--- config.mk ---
export PLATFORM = sky130hd
export DESIGN_NAME = mmio_timer
export DESIGN_NICKNAME = d
export VERILOG_FILES = /design/src/rtl/mmio_timer_pkg.sv /design/src/rtl/mmio_prescaler.sv /design/src/rtl/mmio_timer.sv
export SDC_FILE = /design/constraint.sdc
export NUM_CORES = 1
export LEC_CHECK = 0
export ABC_AREA = 1
export CORE_MARGIN = 2
export CORE_UTILIZATION = 51
export DETAILED_ROUTE_END_ITERATION = 12
export GPL_TIMING_DRIVEN = 0
export HOLD_SLACK_MARGIN = 0.1
export PLACE_DENSITY_LB_ADDON = 0.1
export SYNTH_ARGS = -nofsm -noshare
export SYNTH_HDL_FRONTEND = slang
export SYNTH_HIERARCHICAL = 1
export SYNTH_SLANG_ARGS = --single-unit
--- constraint.sdc ---
create_clock -name i_clk -period 2.4 [get_ports i_clk]
set_clock_uncertainty 0.2 [all_clocks]
set_input_delay 0.48 -clock i_clk [delete_from_list [all_inputs] [get_ports i_clk]]
set_output_delay 0.48 -clock i_clk [all_outputs]
set_load 0.005 [all_outputs]
--- src/rtl/mmio_timer_pkg.sv ---
// Shared definitions for the MMIO timer/compare peripheral: bus width, window base,
// register offsets and CTRL bit positions.
package mmio_timer_pkg;
  localparam int DATA_WIDTH = 32;
  localparam logic [15:0] TIMER_BASE = 16'hFFE0;

  typedef enum logic [2:0] {
    REG_CTRL     = 3'd0,
    REG_PRESCALE = 3'd1,
    REG_COUNT    = 3'd2,
    REG_COMPARE  = 3'd3,
    REG_STATUS   = 3'd4
  } timer_reg_e;

  localparam int CTRL_EN     = 0;
  localparam int CTRL_RELOAD = 1;
  localparam int CTRL_IRQ_EN = 2;
endpackage

--- src/rtl/mmio_prescaler.sv ---
// Clock prescaler: while enabled, counts 0..i_div and emits a one-cycle tick
// when the count equals i_div, then restarts at 0.
module mmio_prescaler #(
  parameter int W = 16
) (
  input  logic         i_clk,
  input  logic         i_rst,
  input  logic         i_en,
  input  logic         i_clr,
  input  logic [W-1:0] i_div,
  output logic         o_tick
);
  logic [W-1:0] pre_cnt;

  assign o_tick = i_en && (pre_cnt == i_div);

  always_ff @(posedge i_clk) begin
    if (i_rst || i_clr) pre_cnt <= '0;
    else if (i_en)      pre_cnt <= o_tick ? '0 : pre_cnt + 1'b1;
  end
endmodule

--- src/rtl/mmio_timer.sv ---
// Memory-mapped timer/compare slot: prescaled COUNT, sticky match flag with W1C,
// optional auto-reload, zero-latency combinational MMIO handshake.
module mmio_timer
  import mmio_timer_pkg::*;
#(
  parameter int          PRESCALE_WIDTH = 16,
  parameter logic [31:0] RESET_COMPARE  = 32'hFFFF_FFFF
) (
  input  logic                  i_clk,
  input  logic                  i_rst,
  input  logic                  i_sel,
  input  logic [2:0]            i_addr,
  input  logic [DATA_WIDTH-1:0] i_data,
  input  logic                  i_wr_valid,
  output logic                  o_wr_ready,
  output logic [DATA_WIDTH-1:0] o_data,
  output logic                  o_rd_valid,
  input  logic                  i_rd_ready,
  output logic                  o_irq
);
  logic [2:0]                ctrl;
  logic [PRESCALE_WIDTH-1:0] prescale;
  logic [31:0]               count;
  logic [31:0]               compare;
  logic                      match;
  logic                      wr, rd, tick, hit, pre_clr;
  timer_reg_e                reg_sel;

  assign reg_sel = timer_reg_e'(i_addr);
  assign wr      = i_sel & i_wr_valid;
  assign rd      = i_sel & i_rd_ready;
  assign hit     = (count == compare);
  assign pre_clr = wr && (reg_sel == REG_CTRL || reg_sel == REG_PRESCALE);
  assign o_irq   = match & ctrl[CTRL_IRQ_EN];

  mmio_prescaler #(.W(PRESCALE_WIDTH)) u_pre (
    .i_clk  (i_clk),
    .i_rst  (i_rst),
    .i_en   (ctrl[CTRL_EN]),
    .i_clr  (pre_clr),
    .i_div  (prescale),
    .o_tick (tick)
  );

  always_ff @(posedge i_clk) begin
    if (i_rst) begin
      ctrl     <= '0;
      prescale <= '0;
      count    <= '0;
      compare  <= RESET_COMPARE;
      match    <= 1'b0;
    end else begin
      if (tick) begin
        if (hit) match <= 1'b1;
        count <= (hit && ctrl[CTRL_RELOAD]) ? 32'd0 : count + 32'd1;
      end
      // Bus writes come after the tick update so a COUNT write overrides it;
      // the W1C is suppressed when a match is being set on the same edge.
      if (wr) begin
        case (reg_sel)
          REG_CTRL:     ctrl     <= i_data[2:0];
          REG_PRESCALE: prescale <= i_data[PRESCALE_WIDTH-1:0];
          REG_COUNT:    count    <= i_data[31:0];
          REG_COMPARE:  compare  <= i_data[31:0];
          REG_STATUS:   if (i_data[0] && !(tick && hit)) match <= 1'b0;
          default: ;
        endcase
      end
    end
  end

  always_comb begin
    o_wr_ready = wr;
    o_rd_valid = rd;
    o_data     = '0;
    if (rd) begin
      case (reg_sel)
        REG_CTRL:     o_data = DATA_WIDTH'(ctrl);
        REG_PRESCALE: o_data = DATA_WIDTH'(prescale);
        REG_COUNT:    o_data = DATA_WIDTH'(count);
        REG_COMPARE:  o_data = DATA_WIDTH'(compare);
        REG_STATUS:   o_data = DATA_WIDTH'(match);
        default:      o_data = '0;
      endcase
    end
  end
endmodule

==> results.yml <==
outcome:
  status: "finished clean"
power_and_ir_drop:
  total_power_uw: 3700
  vdd_ir_drop_max_v: 0.000322
  power.leakage_uw: 0.00358
  power.density_mw_per_mm2: 451
route:
  viasPerCell: 5.36
  ant_nets: 0
  drtIter0Drc: 581
  drcViolationCount: 0
  vias: 6999
  drt_wl_total_um: 21000
  firstDrtPassIters: 6
  wl_per_cell_um: 16.1
sta:
  tightestPinTransition_ns: 0.910
  max_slew_margin: 0.394
  setup-violations-final: 0
  fin_ws_ns: 0.00225
  hold_violations: 0
  min_period_ns: 2.40
  finalCritPeriodShare: 0.999
  rsz0062_at_grt: "yes"
  fmax_mhz: 417
  slew_violations: 0
finish:
  design_area_mm2: 0.00820
  drive_above_1_share: 0.177
  area_delta_synth_final_pct: 28.7
  diodes: 0
  stdcell_count: 1306
  regArea_mm2: 0.00204
  multi_input_area_mm2: 0.00388
  nNetsFinal: 1175
  final_util: 0.677
  fill_cells: 1162
global_routing:
  grt_pass1_wl_um: 32500
  grt_antenna_before_repair: 0
  grt_pass1_vias: 6294
  grt_overflow_total: 0
  grt_max_degree: 19
  track_usage: 0.317
floorplanning:
  die_w_um: 116
  ios: 75
  initial_utilization: 0.526
  die_h_um: 116
  core_area_mm2: 0.0121
  num_rows: 40
  design.die.area_mm2: 0.0134
synth:
  yosysWarningCount: 6
  syn_avg_cell_area_um2: 6.26
  synth_cells: 1019
  synth_area_leaders: "dfxtp_1 (31%), nand2_1 (19%), nor2_1 (7.5%), inv_1 (6.7%), nand3_1 (5.2%)"
  ys_seq_area_frac: 0.314
  synth_top_area_cell: "dfxtp_1"
  syn_area_mm2: 0.00637
  ys_types: 40
  ys_ff_latch: 100
  synth.top_cell.area_share: 0.314
  synth_nets: 1061
placement:
  dpl.hpwl_um: 14900
  routabilityCongestion: 0.938
  place_area_mm2: 0.00733
  place_inst: 1261
  post-place-ws_ns: -1.22
  port_buffers: 74
critical_path:
  cp_data_required_time_ns: 2.44
  critPathSlowestCell: "dfxtp_4"
  cpPeakStageDelay_ns: 0.37
  worstPathCellList: "inv_1, nand2_1, nand2_1, nor2_1, nand4_1, nor2_2, nand2_1, nor2_2, buf_6, nand2_2, nor2_4, nand2_2, nor2_4, nand2_2, buf_4, xor2_1, nand2_1, a21oi_1"
  worstSetupPathType: "flop to flop"
  cp-start-kind: "flop"
  crit_path_end_kind: "flop"
  cp.arrival_ns: 2.44
  crit_top_cell: "nand2_1"
  worstPathMaxFanout: 4
min_path:
  hold_class: "flop to flop"
cts:
  cts_tree: "done"
  cts_htree_levels: 3
  cts_sinks: 100
  clkLatencyLatePin_ns: 0.36
  clkSlewWorstSetupHoldPaths_ns: 0.07
  cts_root_buf: "clkbuf_16"
  cts_hold_buf: 0
  cts_buffers: 9
  cts_max_path_buffers: 2
job:
  cap_violations: 0
per-stage QoR:
stage	setup TNS, ns	hold slack [ns]
finish	0	0.297
global route	-1.32	0.317
CTS	-0.147	0.297
detailed placement	-58.99	0.286
global placement	-56.87	0.283
floorplan	0	0.244
path summary, 6_finish.rpt:
check                           cells after the start  slack (ns)     endpoint        start
worst max-delay path                               18       0.002    count[10]  prescale[7]
worst min-delay path                                2        0.30  compare[16]  compare[16]
worst max register to register                     18       0.002    count[10]  prescale[7]
worst min register to register                      2        0.30  compare[16]  compare[16]
routing by layer:
layer	up-vias	track usage	part of all wire
met3	36	0.0779	0.090
met4	0	0.0937	0.021
met1	3205	0.427	0.43
met5	-	0	0
li1	3439	-	-
met2	319	0.504	0.46
critical path: cells and delay by family (launching register included):
family / cells / cell delay, ns
AOI/OAI and AO/OA: 1 / 0.05
xor gates and xnor gates: 1 / 0.13
buffers and inverters: 3 / 0.33
DFF: 1 / 0.37
and+or+nand+nor: 13 / 1.18
sequential cells by signal, indices dropped and copies added, names as in the netlist:
| name | count |
|---|---|
| ctrl | 3 |
| match | 1 |
| prescale | 16 |
| compare | 32 |
| count | 32 |
| u_pre/pre_cnt | 16 |
what timing repair did:
action	CTS	global route
setup endpoints to repair	68	40
pin swaps	16	34
gates resized for setup	156	50
gates cloned	2	0
setup buffers	23	5
synthesized netlist by cell type, drive strengths merged:
library cell and count:
a221oi 2, nor4 1, a211oi 1, o211ai 13
o21ai 49, a21oi 42, ha 2, nand4 14
xnor2 26, o2bb2ai 1, clkinv 7, clkbuf 18
o221ai 5, inv 121, a311oi 1, nor2 150
buf 24, a22oi 16, or2 1, nor3 10
dfxtp 100, xor2 24, nand2 320, nand3 68
o22ai 3
final cells by class:
class                   count  area share
multi-input cells         749       0.473
flip-flops and latches    100       0.249
repair buffers            104       0.117
inverters                 128      0.0610
plain buffers              41      0.0371
clock buffers              11      0.0296
well taps                 168      0.0256
clock inverters             5     0.00732
where the power goes:
part | switching (µW) | internal, µW
registers | 36.7 | 1680
clock network | 701 | 843
logic | 242 | 195
total | 980 | 2720
kinds of logic after synthesis:
family                     after synthesis  share of synthesized area
and+or+nand+nor                        564                      0.379
xor gates and xnor gates                50                     0.0687
buffers and inverters                  170                      0.109
AOI/OAI and AO/OA                      133                      0.126
adders and majority gates                2                    0.00392
DFF                                    100                      0.314
cell usage in the layout (no fill, tap or decap), types with 15 or more instances in the layout:
master	instances
clkdlybuf4s50_1	36
xor2_1	24
nor2_2	21
dlygate4sd2_1	22
dfxtp_1	81
xnor2_1	25
nand2_2	15
o21ai_0	48
nor2_1	117
nand3_1	61
buf_4	29
a21oi_1	33
inv_1	106
buf_2	20
a22oi_1	16
nand2_1	302
Note: power is estimated with default switching activity, not from simulation.
